<file path="config.mk">
export PLATFORM = sky130hd
export DESIGN_NAME = vtpg_stream_adapter
export DESIGN_NICKNAME = d
export VERILOG_FILES = /design/src/rtl/vtpg_stream_adapter.sv
export SDC_FILE = /design/constraint.sdc
export NUM_CORES = 1
export LEC_CHECK = 0
export ABC_AREA = 0
export ABC_CLOCK_PERIOD_IN_PS = 3090
export CORE_MARGIN = 5
export CORE_UTILIZATION = 54
export CTS_CLUSTER_SIZE = 14
export DETAILED_ROUTE_END_ITERATION = 10
export GPL_TIMING_DRIVEN = 0
export PLACE_DENSITY_LB_ADDON = 0.1
export SLEW_MARGIN = 10
export SYNTH_ARGS = -nofsm -noshare
export SYNTH_HDL_FRONTEND = slang
export SYNTH_SLANG_ARGS = --single-unit
export TNS_END_PERCENT = 1
</file>
<file path="constraint.sdc">
create_clock -name clk -period 3.09 [get_ports clk]
set_input_delay 0.7725 -clock clk [delete_from_list [all_inputs] [get_ports clk]]
set_output_delay 0.7725 -clock clk [all_outputs]
set_load 0.05 [all_outputs]
</file>
<file path="src/rtl/vtpg_stream_adapter.sv">
// ----------------------------------------------------------------------------
// vtpg_stream_adapter: VTPG pixel timing (vs/vld/rgb) to valid/ready stream
// with sof/eol markers, elastic FWFT FIFO and line/frame size measurement.
// Revision: 1.0
// ----------------------------------------------------------------------------
`default_nettype none

module vtpg_stream_adapter #(
  parameter int PW     = 8,
  parameter int H_BITS = 12,
  parameter int V_BITS = 12,
  parameter int DEPTH  = 16
) (
  input  logic              clk,
  input  logic              rst_n,
  input  logic              vs,
  input  logic              vld,
  input  logic [3*PW-1:0]   rgb,
  output logic              m_valid,
  input  logic              m_ready,
  output logic [3*PW-1:0]   m_data,
  output logic              m_sof,
  output logic              m_eol,
  input  logic              ovf_clr,
  output logic              overflow,
  output logic [H_BITS-1:0] line_pixels,
  output logic [V_BITS-1:0] frame_lines
);

  localparam int DW = 3 * PW;
  localparam int EW = DW + 2;
  localparam int AW = $clog2(DEPTH);
  localparam int CW = AW + 1;

  typedef enum logic [1:0] {
    WAIT_VS = 2'd0,
    ARMED   = 2'd1,
    FRAME   = 2'd2
  } state_t;

  state_t            state_q, state_d;
  logic              vs_d_q;
  logic              hold_v_q, hold_sof_q;
  logic [DW-1:0]     hold_data_q;
  logic [EW-1:0]     mem_q [DEPTH];
  logic [AW-1:0]     wr_ptr_q, rd_ptr_q;
  logic [CW-1:0]     count_q, count_d;
  logic              overflow_q;
  logic [H_BITS-1:0] pix_cnt_q, line_pixels_q;
  logic [V_BITS-1:0] line_cnt_q, frame_lines_q;

  logic vs_rise, start_ok, cap, cap_sof;
  logic push, push_eol, full, push_ok, pop, drop;
  logic [EW-1:0] head;

  // A vs rise in the same cycle as vld makes that pixel the frame's first.
  always_comb begin
    vs_rise  = vs & ~vs_d_q;
    start_ok = vs_rise | (state_q == ARMED);
    cap      = vld & (start_ok | (state_q == FRAME));
    cap_sof  = vld & start_ok;
    state_d  = state_q;
    if (cap) begin
      state_d = FRAME;
    end else if (vs_rise) begin
      state_d = ARMED;
    end
  end

  always_comb begin
    push     = hold_v_q;
    push_eol = ~vld;
    full     = (count_q == CW'(DEPTH));
    push_ok  = push & ~full;
    drop     = push & full;
    pop      = (count_q != '0) & m_ready;
    count_d  = count_q;
    case ({push_ok, pop})
      2'b10:   count_d = count_q + CW'(1);
      2'b01:   count_d = count_q - CW'(1);
      default: count_d = count_q;
    endcase
  end

  always_ff @(posedge clk) begin
    if (!rst_n) begin
      state_q     <= WAIT_VS;
      vs_d_q      <= 1'b0;
      hold_v_q    <= 1'b0;
      hold_sof_q  <= 1'b0;
      hold_data_q <= '0;
      wr_ptr_q    <= '0;
      rd_ptr_q    <= '0;
      count_q     <= '0;
      overflow_q  <= 1'b0;
    end else begin
      state_q     <= state_d;
      vs_d_q      <= vs;
      hold_v_q    <= cap;
      hold_sof_q  <= cap_sof;
      hold_data_q <= rgb;
      count_q     <= count_d;
      if (push_ok) wr_ptr_q <= wr_ptr_q + AW'(1);
      if (pop)     rd_ptr_q <= rd_ptr_q + AW'(1);
      if (drop) begin
        overflow_q <= 1'b1;
      end else if (ovf_clr) begin
        overflow_q <= 1'b0;
      end
    end
  end

  always_ff @(posedge clk) begin
    if (push_ok) mem_q[wr_ptr_q] <= {hold_sof_q, push_eol, hold_data_q};
  end

  // Measurement follows attempted pushes, so dropped pixels still count.
  always_ff @(posedge clk) begin
    if (!rst_n) begin
      pix_cnt_q     <= '0;
      line_cnt_q    <= '0;
      line_pixels_q <= '0;
      frame_lines_q <= '0;
    end else if (push) begin
      if (push_eol) begin
        line_pixels_q <= pix_cnt_q + H_BITS'(1);
        pix_cnt_q     <= '0;
      end else begin
        pix_cnt_q <= pix_cnt_q + H_BITS'(1);
      end
      if (hold_sof_q) begin
        frame_lines_q <= line_cnt_q;
        line_cnt_q    <= push_eol ? V_BITS'(1) : '0;
      end else if (push_eol) begin
        line_cnt_q <= line_cnt_q + V_BITS'(1);
      end
    end
  end

  assign head        = mem_q[rd_ptr_q];
  assign m_valid     = (count_q != '0);
  assign m_data      = head[DW-1:0];
  assign m_eol       = head[DW];
  assign m_sof       = head[DW+1];
  assign overflow    = overflow_q;
  assign line_pixels = line_pixels_q;
  assign frame_lines = frame_lines_q;

endmodule

`default_nettype wire

</file>
; ---- Yosys cells after proc, flatten, opt, wreduce, memory -nomap -nowiden
; Memory sizes are Yosys's and may differ from the RTL's. A register that Yosys moved wholly into a read port is not among the register bits.
; Index checks and enable logic that the tools add are counted.
[word_totals]
register_bits = 91
ramBits = 416
inputBits = 30
out_inout_bits = 52
wordCells = 60
memories = 1
[mem_list]
columns = memory, depth, width, rd, rd_clocked_by_memory_dff, wr, line_no
row1 = mem_q, 16, 26, 1, 1, 1, 45  ; logic [EW-1:0] mem_q [DEPTH];
[op_classes]
addsub = 6
eq_ne = 6
muxes = 13
n_bitwise = 12
n_reduce_logical = 8
[ops]
columns = cell, n
row1 = two-way mux 12 bit, 3
row2 = "adder 12 x 1 -> 12 bit, second input constant", 2
row3 = case mux 5 bit (2 select lines), 1
row4 = "adder 4 x 1 -> 4 bit, second input constant", 2
row5 = two-way mux 4 bit, 2
row6 = bitwise AND 1 bit, 6
row7 = AND reduction 2 bit, 3
row8 = nonzero test 2 bit, 3
row9 = "adder 5 x 1 -> 5 bit, second input constant", 1
row10 = "equality test 5 bit, second input constant", 1
row11 = two-way mux 1 bit, 5
row12 = nonzero test 5 bit, 1
row13 = "subtractor 5 x 1 -> 5 bit, second input constant", 1
row14 = "equality test 2 x 1 -> 1 bit, second input constant", 2
row15 = "equality test 2 bit, second input constant", 2
row16 = two-way mux 2 bit, 2
row17 = NOT 1 bit, 4
row18 = "!= test 2 x 1 -> 1 bit, second input constant", 1
row19 = bitwise OR 1 bit, 2
row20 = OR reduction 2 bit, 1

; ---- Depth between registers and ports, before layout
[logic_depth]
word_depth = 6
ltp_mapped = 12
ltp_nobuf = 10

; ---- Worst setup path before layout
; OpenSTA, ideal clock, no wires.
[synth_path]
kind = reg2reg
from = reg count_q[2]
to = mem mem_q[3][0] in the netlist's numbering (enable)
setup_ps = 442
arrival_ps = 2973
required_ps = 2648
path_slack_ps = -324
path_stages_with_launch = 6
path_buffers = 1
period_less_slack_ps = 3414
cell_sequence = dfxtp_1 clkbuf_1 nor4_2 a21boi_2 nand2_1 nor3_1
[synth_via]
elab_chain_len = 5
[synth_rtl]
columns = element, line_no
row1 = from (decl), 47  ; logic [CW-1:0] count_q, count_d;
row2 = from (signal assigned), 102  ; count_q <= count_d;
row3 = equality test 5 bit, 73  ; full = (count_q == CW'(DEPTH));
row4 = NOT 1 bit, 74  ; push_ok = push & ~full;
row5 = bitwise AND 1 bit, 74
row6 = two-way mux 1 bit, 114  ; if (push_ok) mem_q[wr_ptr_q] <= {hold_sof_q, push_eol, hold_data_q};
row7 = two-way mux 1 bit (not written as such), 114
row8 = to (decl), 45
; No other way between the ends.

==> impl_metrics.py <==
metrics = {
    "sta": {
        "tns_ns": -5.45,
        "period_minus_slack_ns": 3.33,
        "finClkSkew_ns": 0.00888,
        "fin_crit_sh_pct": 108,
        "slew_violations": 0,
        "hold_viol": 0,
        "tightest_slew_ns": 0.959,
        "fin_ws_ns": -0.244,
        "fmax_mhz": 300,
        "rsz0062_at_grt": "true",
        "slew_headroom_pct": 35.7,
        "setup_viol": 26,
    },
    "drt": {
        "drt-total-wl_um": 43000,
        "ant_nets": 0,
        "num_vias": 10100,
        "avgViaCountPerCell": 5.97,
        "drt_first_pass_iters": 5,
        "drt_iter0_markers": 768,
        "wl_per_cell_um": 25.5,
        "drc": 0,
    },
    "clock_tree": {
        "root_buffer": "clkbuf_16",
        "numCtsBuffers": 51,
        "cts_tree": "built",
        "htree_levels": 2,
        "clk_path_buf_depth": 3,
        "cts.sinks": 511,
        "path_clk_slew_ns": 0.06,
        "clkLatencyLatePin_ns": 0.57,
    },
    "placement": {
        "dp_hpwl_um": 26800,
        "place_area_mm2": 0.0214,
        "gp_congestion": 0.799,
        "io_buffer_count": 80,
    },
    "critical_path": {
        "crit_type": "reg -> out",
        "cp-end-kind": "output pin",
        "crit_required_ns": 2.32,
        "start_kind": "register",
        "crit_fanout": 10,
        "critical_path_arrival_ns": 2.56,
    },
    "floorplanning": {
        "start_util_pct": 54.8,
        "ios": 82,
        "dieWidth_um": 200,
        "rows": 69,
        "die-height_um": 200,
        "core_mm2": 0.0356,
        "die_area_mm2": 0.0400,
    },
    "yosys": {
        "synth_flop_cell": "edfxtp_1",
        "syn-num-nets": 1070,
        "yosys_warnings": 0,
        "synth_edf_count": 416,
        "syn_area_per_cell_um2": 18.9,
        "yosysTopAreaCellShare_pct": 64.1,
        "synth_area_mm2": 0.0195,
        "ys_ff_latch": 511,
        "ys_async_sr_fraction_pct": 0,
        "seq_area_frac_synth_pct": 73.8,
        "synth_cell_types": 51,
        "synth_area_leaders": "edfxtp_1, mux4_2, dfxtp_1",
        "yosysTopAreaCell": "edfxtp_1",
        "netlist_instances": 1030,
    },
    "pwr": {
        "leakage_uw": 0.00744,
        "ir_drop_uv": 474,
        "finalPower_uw": 16100,
        "p_per_area_mw_per_mm2": 689,
    },
    "global_route": {
        "overflow": 0,
        "track_usage_pct": 22.1,
        "grt_max_degree": 23,
        "grt_pass1_wl_um": 64700,
        "grt_pass1_vias": 10300,
        "antenna_found_initial": 1,
    },
    "job": {
        "timing.max_cap.violations": 0,
    },
    "outcome": {
        "violations": "negative setup slack",
        "outcome": "finished, violations left",
    },
    "cells_and_area": {
        "synthToLayoutAreaGrowth_pct": 19.5,
        "diodes": 0,
        "final_area_mm2": 0.0233,
        "nNetsFinal": 1225,
        "drive_gt1_share_pct": 24.6,
    },
    "hold_path": {
        "hp-class": "reg -> reg",
    },
}
-- worst max-delay path, stage by stage (launching register included) --
cell and delay, ns:
dfxtp_4 0.40, buf_12 0.17, buf_12 0.17, mux4_2 0.52, mux4_2 0.53, buf_6 0.18
-- state kept, by name, summed over array words and instances (netlist names), named ones only --
register and flops:
state_q 2, pix_cnt_q 12, overflow 1, line_pixels 12, count_q 5, hold_sof_q 1, hold_v_q 1, vs_d_q 1
rd_ptr_q 4, mem_q 416, wr_ptr_q 4, frame_lines 12, line_cnt_q 12, hold_data_q 24
-- synthesized netlist by cell type, drive strengths merged (3+ instances only) --
| library cell | instances |
|---|---|
| a211oi | 7 |
| buf | 23 |
| a21boi | 6 |
| dfxtp | 95 |
| o21ai | 14 |
| nor2 | 48 |
| xnor2 | 7 |
| edfxtp | 416 |
| nor3 | 17 |
| nand2b | 9 |
| nand4 | 5 |
| a31oi | 4 |
| xor2 | 15 |
| and2 | 29 |
| clkbuf | 31 |
| mux4 | 130 |
| inv | 11 |
| nand2 | 63 |
| nand3b | 4 |
| ha | 10 |
| o21a | 7 |
| a21oi | 34 |
| a311oi | 3 |
| nand3 | 14 |
-- repair_timing --
item	4_1_cts	5_1_grt
endpoints found under the setup margin	28	27
gates cloned	0	0
buffers inserted	2	0
gates resized for setup	231	4
hold buffers	0	0
-- report_power, final --
| group | switching (uW) | total (uW) | internal (uW) |
|---|---|---|---|
| Clock | 2480 | 6270 | 3790 |
| Sequential | 133 | 7660 | 7530 |
| Combinational | 1150 | 2120 | 963 |
| Total | 3770 | 16100 | 12300 |
-- routing by layer --
layer | up-vias | part of all wire, % | GRT usage [%] | wire length (um)
met5 | - | 0 | 0 | 0
met4 | 0 | 2.0 | 5.99 | 872
met3 | 60 | 6.6 | 4.11 | 2850
met2 | 368 | 50 | 35.8 | 21300
met1 | 5215 | 42 | 31.7 | 18000
li1 | 4435 | - | - | -
-- area by class of cell --
type	instances	area (um^2)
tap	461	577
clock buffer	64	1370
buffer	51	392
timing repair buffer	105	1250
sequential	511	14400
clock inverter	30	338
fill	2374	12300
multi-input combinational	454	4930
inverter	11	41.3
-- cells in the final DEF, fill, tap and decap left out, types with 14 or more instances in the layout --
cell	instances
edfxtp_1	416
mux4_2	130
dfxtp_1	92
nand2_1	63
clkbuf_16	53
clkdlybuf4s50_1	53
nor2_1	36
a21oi_1	34
clkbuf_1	31
and2_1	28
buf_6	25
buf_4	21
xor2_1	15
nand3_1	14
-- final timing paths --
path / endpoint / startpoint / depth (start not counted) / slack [ns]
min: frame_lines[11] / frame_lines[11] / 2 / 0.46
min reg2reg: frame_lines[11] / frame_lines[11] / 2 / 0.46
max: m_data[16] / register / 5 / -0.24
max reg2reg: count_q[4] / count_q[2] / 12 / 0.07
-- per-stage QoR --
stage | hold slack [ns] | std cells | util, % | setup WS, ns
after floorplan | 0.440 | 1030 | - | -0.290
after global placement | 0.445 | 1571 | 58.7 | -3.12
after detailed placement | 0.450 | 1594 | 60.2 | -0.955
after CTS | 0.463 | 1687 | 65.4 | -0.292
after global routing | 0.484 | 1687 | 65.5 | -0.311
final | 0.462 | 1687 | 65.5 | -0.244
-- kinds of logic (layout without fill, tap and decap cells) --
| logic type | after synthesis | after routing | share of synthesized area, % |
|---|---|---|---|
| DFF | 511 | 511 | 73.8 |
| and+or+nand+nor | 204 | 204 | 5.08 |
| buffers and inverters | 65 | 261 | 1.57 |
| xor gates and xnor gates | 22 | 22 | 0.989 |
| adders and majority gates | 10 | 10 | 0.642 |
| AOI/OAI and AO/OA | 86 | 86 | 2.76 |
| muxes | 132 | 132 | 15.1 |
No activity file was read; power rests on OpenSTA's default activity.
